## src/rtl/booth_arb_pkg.sv

```systemverilog
// Shared definitions for the Booth multiplier arbiter: state encoding and
// operand/product widths.
package booth_arb_pkg;

    localparam logic [1:0] IDLE   = 2'd0;
    localparam logic [1:0] LAUNCH = 2'd1;
    localparam logic [1:0] WAIT   = 2'd2;
    localparam logic [1:0] DONE   = 2'd3;

    localparam int OP_W   = 8;
    localparam int PROD_W = 16;

    typedef enum logic [1:0] {
        ST_IDLE   = IDLE,
        ST_LAUNCH = LAUNCH,
        ST_WAIT   = WAIT,
        ST_DONE   = DONE
    } state_t;

endpackage

```

## src/rtl/booth_mult_arbiter_booth.sv

```systemverilog
// Sequential radix-2 Booth multiplier: one recoding step per cycle,
// valid pulses OP_W+1 cycles after start; a new start always restarts it.
module Booth_Multiplier
    import booth_arb_pkg::*;
(
    input  logic                     clock,
    input  logic                     reset,
    input  logic                     start,
    input  logic signed [OP_W-1:0]   X,
    input  logic signed [OP_W-1:0]   Y,
    output logic                     valid,
    output logic signed [PROD_W-1:0] Z
);

    // two guard bits keep the partial sum from overflowing on -128 operands
    logic signed [OP_W+1:0] acc_hi;
    logic signed [OP_W+1:0] m_ext;
    logic signed [OP_W+1:0] sum;
    logic signed [OP_W+1:0] nxt_hi;
    logic        [OP_W-1:0] acc_lo;
    logic        [OP_W-1:0] nxt_lo;
    logic                   acc_q;
    logic        [3:0]      cnt;

    always_comb begin
        sum = acc_hi;
        case ({acc_lo[0], acc_q})
            2'b01:   sum = acc_hi + m_ext;
            2'b10:   sum = acc_hi - m_ext;
            default: sum = acc_hi;
        endcase
        nxt_hi = sum >>> 1;
        nxt_lo = {sum[0], acc_lo[OP_W-1:1]};
    end

    always_ff @(posedge clock or negedge reset) begin
        if (!reset) begin
            cnt   <= '0;
            valid <= 1'b0;
        end else begin
            valid <= 1'b0;
            if (start) begin
                cnt <= 4'(OP_W);
            end else if (cnt != '0) begin
                cnt <= cnt - 1'b1;
                if (cnt == 4'd1) valid <= 1'b1;
            end
        end
    end

    always_ff @(posedge clock) begin
        if (start) begin
            acc_hi <= '0;
            acc_lo <= Y;
            acc_q  <= 1'b0;
            m_ext  <= {{2{X[OP_W-1]}}, X};
        end else if (cnt != '0) begin
            acc_hi <= nxt_hi;
            acc_lo <= nxt_lo;
            acc_q  <= acc_lo[0];
            if (cnt == 4'd1) Z <= {nxt_hi[OP_W-1:0], nxt_lo};
        end
    end

endmodule

```

## src/rtl/booth_mult_arbiter.sv

```systemverilog
// Round-robin scheduler sharing one Booth_Multiplier among NUM_REQ clients;
// returns each product tagged with its requester ID, or an error on timeout.
module booth_mult_arbiter
    import booth_arb_pkg::*;
#(
    parameter int NUM_REQ = 4,
    parameter int ID_W    = 2,
    parameter int TIMEOUT = 31
) (
    input  logic                     clock,
    input  logic                     reset,
    input  logic [NUM_REQ-1:0]       req,
    input  logic [NUM_REQ*OP_W-1:0]  a_in,
    input  logic [NUM_REQ*OP_W-1:0]  b_in,
    output logic [NUM_REQ-1:0]       gnt,
    output logic                     rsp_valid,
    output logic [ID_W-1:0]          rsp_id,
    output logic signed [PROD_W-1:0] rsp_z,
    output logic                     rsp_err,
    output logic                     busy
);

    localparam int CNT_W = $clog2(TIMEOUT + 1);

    state_t                   state;
    logic [ID_W-1:0]          rr_ptr;
    logic [ID_W-1:0]          cur_id;
    logic [CNT_W-1:0]         wait_cnt;
    logic                     mul_start;
    logic                     mul_valid;
    logic signed [OP_W-1:0]   mul_x;
    logic signed [OP_W-1:0]   mul_y;
    logic signed [PROD_W-1:0] mul_z;
    logic                     pick_hit;
    logic [ID_W-1:0]          pick_id;

    // walk downward so the smallest offset from ptr is the one left standing
    function automatic logic [ID_W:0] rr_pick(input logic [NUM_REQ-1:0] r,
                                              input logic [ID_W-1:0]    ptr);
        logic [ID_W:0] res;
        int            idx;
        res = '0;
        for (int k = NUM_REQ - 1; k >= 0; k--) begin
            idx = int'(ptr) + k;
            if (idx >= NUM_REQ) idx = idx - NUM_REQ;
            if (r[idx]) res = {1'b1, idx[ID_W-1:0]};
        end
        return res;
    endfunction

    assign {pick_hit, pick_id} = rr_pick(req, rr_ptr);
    assign busy = (state != ST_IDLE);

    always_ff @(posedge clock or negedge reset) begin
        if (!reset) begin
            state     <= ST_IDLE;
            rr_ptr    <= '0;
            cur_id    <= '0;
            gnt       <= '0;
            mul_start <= 1'b0;
            wait_cnt  <= '0;
            rsp_valid <= 1'b0;
            rsp_id    <= '0;
            rsp_z     <= '0;
            rsp_err   <= 1'b0;
        end else begin
            rsp_valid <= 1'b0;
            case (state)
                ST_IDLE: begin
                    if (pick_hit) begin
                        cur_id    <= pick_id;
                        gnt       <= NUM_REQ'(1) << pick_id;
                        mul_start <= 1'b1;
                        state     <= ST_LAUNCH;
                    end
                end
                ST_LAUNCH: begin
                    gnt       <= '0;
                    mul_start <= 1'b0;
                    rr_ptr    <= (cur_id == ID_W'(NUM_REQ - 1)) ? '0 : cur_id + 1'b1;
                    wait_cnt  <= '0;
                    state     <= ST_WAIT;
                end
                ST_WAIT: begin
                    wait_cnt <= wait_cnt + 1'b1;
                    // wait_cnt==0 masks a valid left over from the previous operation
                    if (mul_valid && wait_cnt != '0) begin
                        rsp_z     <= mul_z;
                        rsp_err   <= 1'b0;
                        rsp_id    <= cur_id;
                        rsp_valid <= 1'b1;
                        state     <= ST_DONE;
                    end else if (wait_cnt == CNT_W'(TIMEOUT)) begin
                        rsp_z     <= '0;
                        rsp_err   <= 1'b1;
                        rsp_id    <= cur_id;
                        rsp_valid <= 1'b1;
                        state     <= ST_DONE;
                    end
                end
                ST_DONE: state <= ST_IDLE;
                default: state <= ST_IDLE;
            endcase
        end
    end

    always_ff @(posedge clock) begin
        if (state == ST_IDLE && pick_hit) begin
            mul_x <= a_in[pick_id*OP_W +: OP_W];
            mul_y <= b_in[pick_id*OP_W +: OP_W];
        end
    end

    Booth_Multiplier u_mul (
        .clock (clock),
        .reset (reset),
        .start (mul_start),
        .X     (mul_x),
        .Y     (mul_y),
        .valid (mul_valid),
        .Z     (mul_z)
    );

endmodule

```

## config.mk

```make
export PLATFORM = sky130hd
export DESIGN_NAME = booth_mult_arbiter
export DESIGN_NICKNAME = d
export VERILOG_FILES = /design/src/rtl/booth_arb_pkg.sv /design/src/rtl/booth_mult_arbiter_booth.sv /design/src/rtl/booth_mult_arbiter.sv
export SDC_FILE = /design/constraint.sdc
export NUM_CORES = 1
export LEC_CHECK = 0
export ABC_AREA = 0
export CORE_MARGIN = 5
export CORE_UTILIZATION = 51
export DETAILED_ROUTE_END_ITERATION = 7
export DONT_BUFFER_PORTS = 1
export PLACE_DENSITY = 0.73
export RECOVER_POWER = 50
export SLEW_MARGIN = 10
export SYNTH_ARGS = -nofsm -noshare
export SYNTH_HDL_FRONTEND = slang
export SYNTH_SLANG_ARGS = --single-unit
```

## constraint.sdc

```tcl
create_clock -name clock -period 2.7 [get_ports clock]
set_clock_uncertainty 0.1 [all_clocks]
set_input_delay 0.54 -clock clock [delete_from_list [all_inputs] [get_ports clock]]
set_output_delay 0.54 -clock clock [all_outputs]
set_load 0.02 [all_outputs]
```

======== Word-level counts from Yosys, hierarchy flattened ========
Cells that the tools add are included.
word-level totals
  register bits after elaboration ......... 99
  input port bits ......................... 70
  output and inout bits ................... 25
cells by class
  add/subtract/negate cells ............... 12
  $lt $le $gt $ge ......................... 8
  equal/unequal tests ..................... 10
  shifts and indexed selects .............. 3
  multiplexer cells ....................... 47
  bitwise gates (word level) .............. 1
  reduce and logical (&&, ||, !) cells .... 15
operators with widths
  kind                 count
  $lt 32x4->1 const B  4
  $mux 32              4
  $shiftx 32x6->8      2
  $mux 16              2
  $pmux 10 s2          1
  $mux 1               17
  $mux 8               2
  $mux 2               6
  $mux 3               4
  $mux 4               3
  $sub 3x3->4 const B  3
  $add 9x8->10         1
  $pmux 5 s2           1
  $reduce_bool 2->1    5
  $sub 9x8->10         1
  $ge 3x3->1 const B   3
  $bmux 1 s2           4
  $eq 2x2->1 const B   4
  $pmux 2 s4           1
  $pmux 4 s2           1
  $reduce_and 2->1     4
  $add 2x2->3 const B  2
  $add 5x1->5 const B  1
  $eq 5x5->1 const B   1
  17 further kinds     19

======== Longest topological paths before layout ========
  word-level depth ........................ 13
  gate-level depth with buffers ........... 13
  depth with buffers taken out ............ 13

======== Modules after synthesis ========
Synthesis repeated with hierarchy kept, for this count alone.
second synthesis, totals
  cells, all modules ...................... 417
  area total of the unflattened synthesis .. 4988.5 um^2
by module, submodules not included
  module              instances  cells an instance  area an instance (um^2)  sequential area each (um^2)
  booth_mult_arbiter  1          212                2656.3                   1381.3
  Booth_Multiplier    1          205                2332.2                   1286.2

======== Least setup slack after synthesis ========
No wires, ideal clock.
  path kind ............................... flip-flop to flip-flop
  from .................................... register u_mul.acc_lo[0]
  to ...................................... register u_mul.Z[15] (data pin)
  library setup time ...................... 266 ps
  arrival time ............................ 2425 ps
  data required time ...................... 2334 ps
  path slack .............................. -91 ps
  cell stages (with the launch flop) ...... 11
  buffers on the path ..................... 1
  period minus slack after synthesis ...... 2791 ps
  cells stage by stage .................... edfxtp_1 ha_1 clkbuf_1 mux2i_1 fa_1 a211oi_2 nor2_1 a311o_1 a21oi_2 xor2_1 o21ai_1
between the ends
  longest elaborated chain between the ends .. 2
  elaborated cells on any way between the ends .. 3
  those cells by class .................... eq/ne: 2; mux: 1
ends and longest elaborated chain
  element                                          line                            RTL
  from (decl)                                      booth_mult_arbiter_booth.sv:20  logic [OP_W-1:0] acc_lo;
  from (signal assigned)                           booth_mult_arbiter_booth.sv:59  acc_lo <= nxt_lo;
  $eq 2x2->1 / $eq 2x1->1 (equally long branches)  booth_mult_arbiter_booth.sv:27  case ({acc_lo[0], acc_q})
  $pmux 10 s2 (*)                                  booth_mult_arbiter_booth.sv:27
  named net u_mul.sum[8]                           booth_mult_arbiter_booth.sv:18  logic signed [OP_W+1:0] sum;
  to (signal assigned)                             booth_mult_arbiter_booth.sv:61  if (cnt == 4'd1) Z <= {nxt_hi[OP_W-1:0], nxt_lo};
  to (decl)                                        booth_mult_arbiter_booth.sv:12  output logic signed [PROD_W-1:0] Z
The timed path passes the listed nets; every way through them passes the cells marked *.
A chain may end at the register's enable or synchronous reset.

======== Worst setup path in the final report ========
  from .................................... register u_mul.m_ext[0]
  to ...................................... register u_mul.Z[15] (data pin)
between the ends
  longest elaborated chain between the ends .. 2
  elaborated cells on any way between the ends .. 3
  those cells by class .................... add/sub: 2; mux: 1
ends and longest elaborated chain
  element                                              line                                                            RTL
  from (decl)                                          booth_mult_arbiter_booth.sv:17                                  logic signed [OP_W+1:0] m_ext;
  from (signal assigned)                               booth_mult_arbiter_booth.sv:56                                  m_ext <= {{2{X[OP_W-1]}}, X};
  $sub 9x8->10 / $add 9x8->10 (equally long branches)  booth_mult_arbiter_booth.sv:29, booth_mult_arbiter_booth.sv:28
  $pmux 10 s2 (*)                                      booth_mult_arbiter_booth.sv:27
  named net u_mul.sum[8]                               booth_mult_arbiter_booth.sv:18
Marked as above.

==> impl_results.md <==
- Final Wtd Congestion: 0.854
- Die ar.: 12100 um2
- CP top delay family: compound AO/OA/AOI/OAI gates
- First-pass GRT wire length: 16900 um
- Most used cell along the critical path: a21oi_2
- WL/cell: 16.6 um
- Power, Total: 7.58 mW
- Finished Core Util: 57.6%
- Clk pwr share: 14.6%
- Layout Nets: 565
- Synthesized area: 5100 um2
- Final min period: 2.75 ns
- I/O Buffers: 0
- CP Max Fanout: 3
- Register area share after synthesis: 52.3%
- Synth warnings: 0
- Tightest Pin Transition: 1.64 ns
- Vias in the first global route: 3509
- Pre-antenna DRT Iters: 4
- Cell Chain, Critical Path: buf_4 -> nor3_4 -> buf_4 -> a21oi_2 -> xnor2_2 -> ha_1 -> a21oi_2 -> and2b_1 -> a311o_1 -> a21oi_2 -> xor2_1 -> o21ai_1
- CTS tree: yes
- Syn Inst Count: 461
- Total gr overflow: 0
- Crit path kind: flop to flop
- CP required: 2.71 ns
- Avg Cell Area, Syn: 11.1 um2
- Starting density of the core: 52.2%
- Worst VDD drop: 0.498 mV
- Failing checks: max-capacitance violations, max-slew violations, negative setup slack
- Max cap viols: 1
- CTS root buffer: clkbuf_8
- Antenna violations before repair: 0
- Fmax: 364 MHz
- N_diodes: 0
- Core box area: 9770 um2
- Clk buf depth: 2
- Die width: 110 um
- Final antenna-violating net count: 0
- Detailed placement HPWL: 7420 um
- Share of cells above drive strength 1: 18.2%
- Iteration-0 DRC Markers: 173
- Top FF cell, synth: edfxtp_1
- Post-synth cell types: 58
- FF+latch area: 2670 um2
- Non-filler cells, final: 610
- Period utilisation layout: 102%
- P&R area growth vs syn: 10.5%
- Synth async-reset ratio: 41.4%
- Cells after DPL: 583
- TritonCTS buffer count: 9
- Crit end category: flop
- Sequential share of power: 35.9%
- Switch share: 39.2%
- Critical Path AT: 2.76 ns
- Num Clock Sinks: 99
- Drt via density: 5.76
- Unrepaired setup endpoints after global routing: yes
- Outcome: finished with violations
- Skew-Pair Late Insertion Delay: 0.36 ns
- H-tree levels: 3
- Remaining DRCs: 0
- Largest net degree at the start of global routing: 42
- Routed vias: 3514
- Fin. Hold Viols: 0
- Row count: 36
- Leakage: 2.29 nW
- Worst hold-check path type: flop to flop
- Most frequent cells in the layout: 60 x nand2_1, 48 x edfxtp_1, 41 x dfrtp_1
- Die height: 110 um
- I/O pins: 95
- Slew Viols, Final: 35
- Worst Slack Setup Final: -0.0500 ns
- Drt total wl: 10100 um
- Critical-path top delay cell: edfxtp_1
- Syn_nets: 554
- Slew margin rel.: -9.53%
- Combinational share of power: 49.5%
- Internal power: 4.60 mW
- Filler cells: 796
- Startpoint Class: flop
- Number of flops mapped to enable cells by yosys: 48
- Placed inst area: 5230 um2
- Pre-CTS setup slack: -0.162 ns
- Sw power: 2.97 mW
- Reg clk slew, reported paths: 0.09 ns
- Seq cells post-synth: 99
- Final instance area: 5630 um2
- GRT Total Usage: 17.8%
- Final setup violation count: 5
- Buf/Inv on CP: 2
- PD cells: 1350 nW/um2
- Multi-input combinational cell area: 2290 um2
- Commonest non-fill, non-tap cell in the layout: nand2_1
- Worst path max stage delay: 0.42 ns
flip-flops by register name, indices dropped and copies added (netlist names):
| name | count |
|---|---|
| mul_y | 8 |
| rr_ptr | 2 |
| u_mul.acc_hi | 9 |
| cur_id | 2 |
| rsp_err | 1 |
| rsp_z | 16 |
| u_mul.m_ext | 8 |
| u_mul.cnt | 4 |
| u_mul.Z | 16 |
| state | 2 |
| mul_start | 1 |
| rsp_id | 2 |
| gnt | 4 |
| wait_cnt | 5 |
| u_mul.acc_lo | 8 |
| u_mul.acc_q | 1 |
| u_mul.valid | 1 |
| rsp_valid | 1 |
| mul_x | 8 |
power by group through the flow:
stage          clock network (mW)  registers [mW]  logic (mW)
2_1_floorplan                   0            2.61        2.72
3_3_place_gp                    0            2.71        3.24
3_5_place_dp                    0            2.73        3.40
4_1_cts                      1.13            2.70        3.57
5_1_grt                      1.19            2.78        4.20
6_report                     1.11            2.72        3.75
cells by family after synthesis:
| group | after synthesis | synth area share, % |
|---|---|---|
| xor+xnor | 13 | 2.23 |
| simple gates | 139 | 13.2 |
| fa+ha+maj | 23 | 5.79 |
| buf+inv | 47 | 4.52 |
| flops | 99 | 52.3 |
| mux | 19 | 4.05 |
| compound gates | 121 | 17.9 |
cell type report:
| cell class | instances | area share, % |
|---|---|---|
| tap | 133 | 2.95 |
| clock inverter | 7 | 2.04 |
| multi-input combinational | 315 | 40.7 |
| inverter | 22 | 1.47 |
| timing repair buffer | 25 | 3.27 |
| sequential | 99 | 47.4 |
| clock buffer | 9 | 2.20 |
worst paths after layout:
| check | startpoint | to | slack (ns) | cells past startpoint |
|---|---|---|---|---|
| worst max-delay path | u_mul.m_ext[0] | u_mul.Z[15] | -0.05 | 12 |
| worst min-delay path | mul_x[2] | u_mul.m_ext[2] | 0.32 | 0 |
| worst max register to register | u_mul.m_ext[0] | u_mul.Z[15] | -0.05 | 12 |
| worst min register to register | mul_x[2] | u_mul.m_ext[2] | 0.32 | 0 |
| max in group asynchronous | reset | rsp_z[13] | 1.04 | 2 |
| min in group asynchronous | reset | gnt[3] | 0.82 | 2 |
timing repair:
item | CTS | global route
resized for setup | 10 | 10
hold buffers | 2 | 0
pin swaps | 10 | 14
hold endpoints to repair | 41 | 0
endpoints found under the setup margin | 5 | 6
buffers inserted | 5 | 4
worst register-to-register path, stage by stage, from the launching register on:
cell and delay, ns:
edfxtp_1 0.42, buf_4 0.16, nor3_4 0.16, buf_4 0.14
a21oi_2 0.06, xnor2_2 0.15, ha_1 0.31, a21oi_2 0.14
and2b_1 0.20, a311o_1 0.28, a21oi_2 0.16, xor2_1 0.16
o21ai_1 0.07
synthesized netlist by cell type (2+ instances only):
master	count	area [um2]
dfxtp_1	10	200
o21a_1	3	22.5
nand4_1	2	12.5
a31oi_1	18	113
inv_1	21	78.8
or3_1	2	12.5
dfrtp_1	41	1030
and2_1	17	106
a211oi_2	15	188
buf_6	5	56.3
clkbuf_1	11	41.3
and3b_1	2	17.5
a21oi_2	2	17.5
o21ai_2	2	17.5
nor3_1	7	35.0
buf_4	2	15.0
a211oi_1	6	45.0
a22o_1	18	158
ha_1	22	275
a21oi_1	15	75.1
mux2_2	12	135
a32oi_1	2	17.5
mux2i_1	6	60.1
and3_1	2	12.5
nor2b_1	3	18.8
nand2_1	61	229
xnor2_1	12	105
o21ai_0	21	105
o31ai_1	2	15.0
edfxtp_1	48	1440
o21ai_1	4	20.0
nand3_1	7	35.0
a21o_1	2	15.0
nor2_1	25	93.8
nand2b_1	4	25.0
buf_2	7	35.0
stage by stage:
step | TNS (ns) | hold slack, ns
3_3_place_gp | -0.0768 | 0.145
5_1_grt | -0.887 | 0.338
2_1_floorplan | 0 | 0.144
3_5_place_dp | -0.629 | 0.145
4_1_cts | -0.148 | 0.325
6_report | -0.139 | 0.324
layer usage:
metal	routed length, um	vias up	GRT usage (%)
li1	-	1696	-
met1	4430	1667	23.4
met2	4820	134	29.4
met3	630	17	2.68
met4	222	0	7.30
met5	0	-	0
No activity file was read; power rests on OpenSTA's default activity.
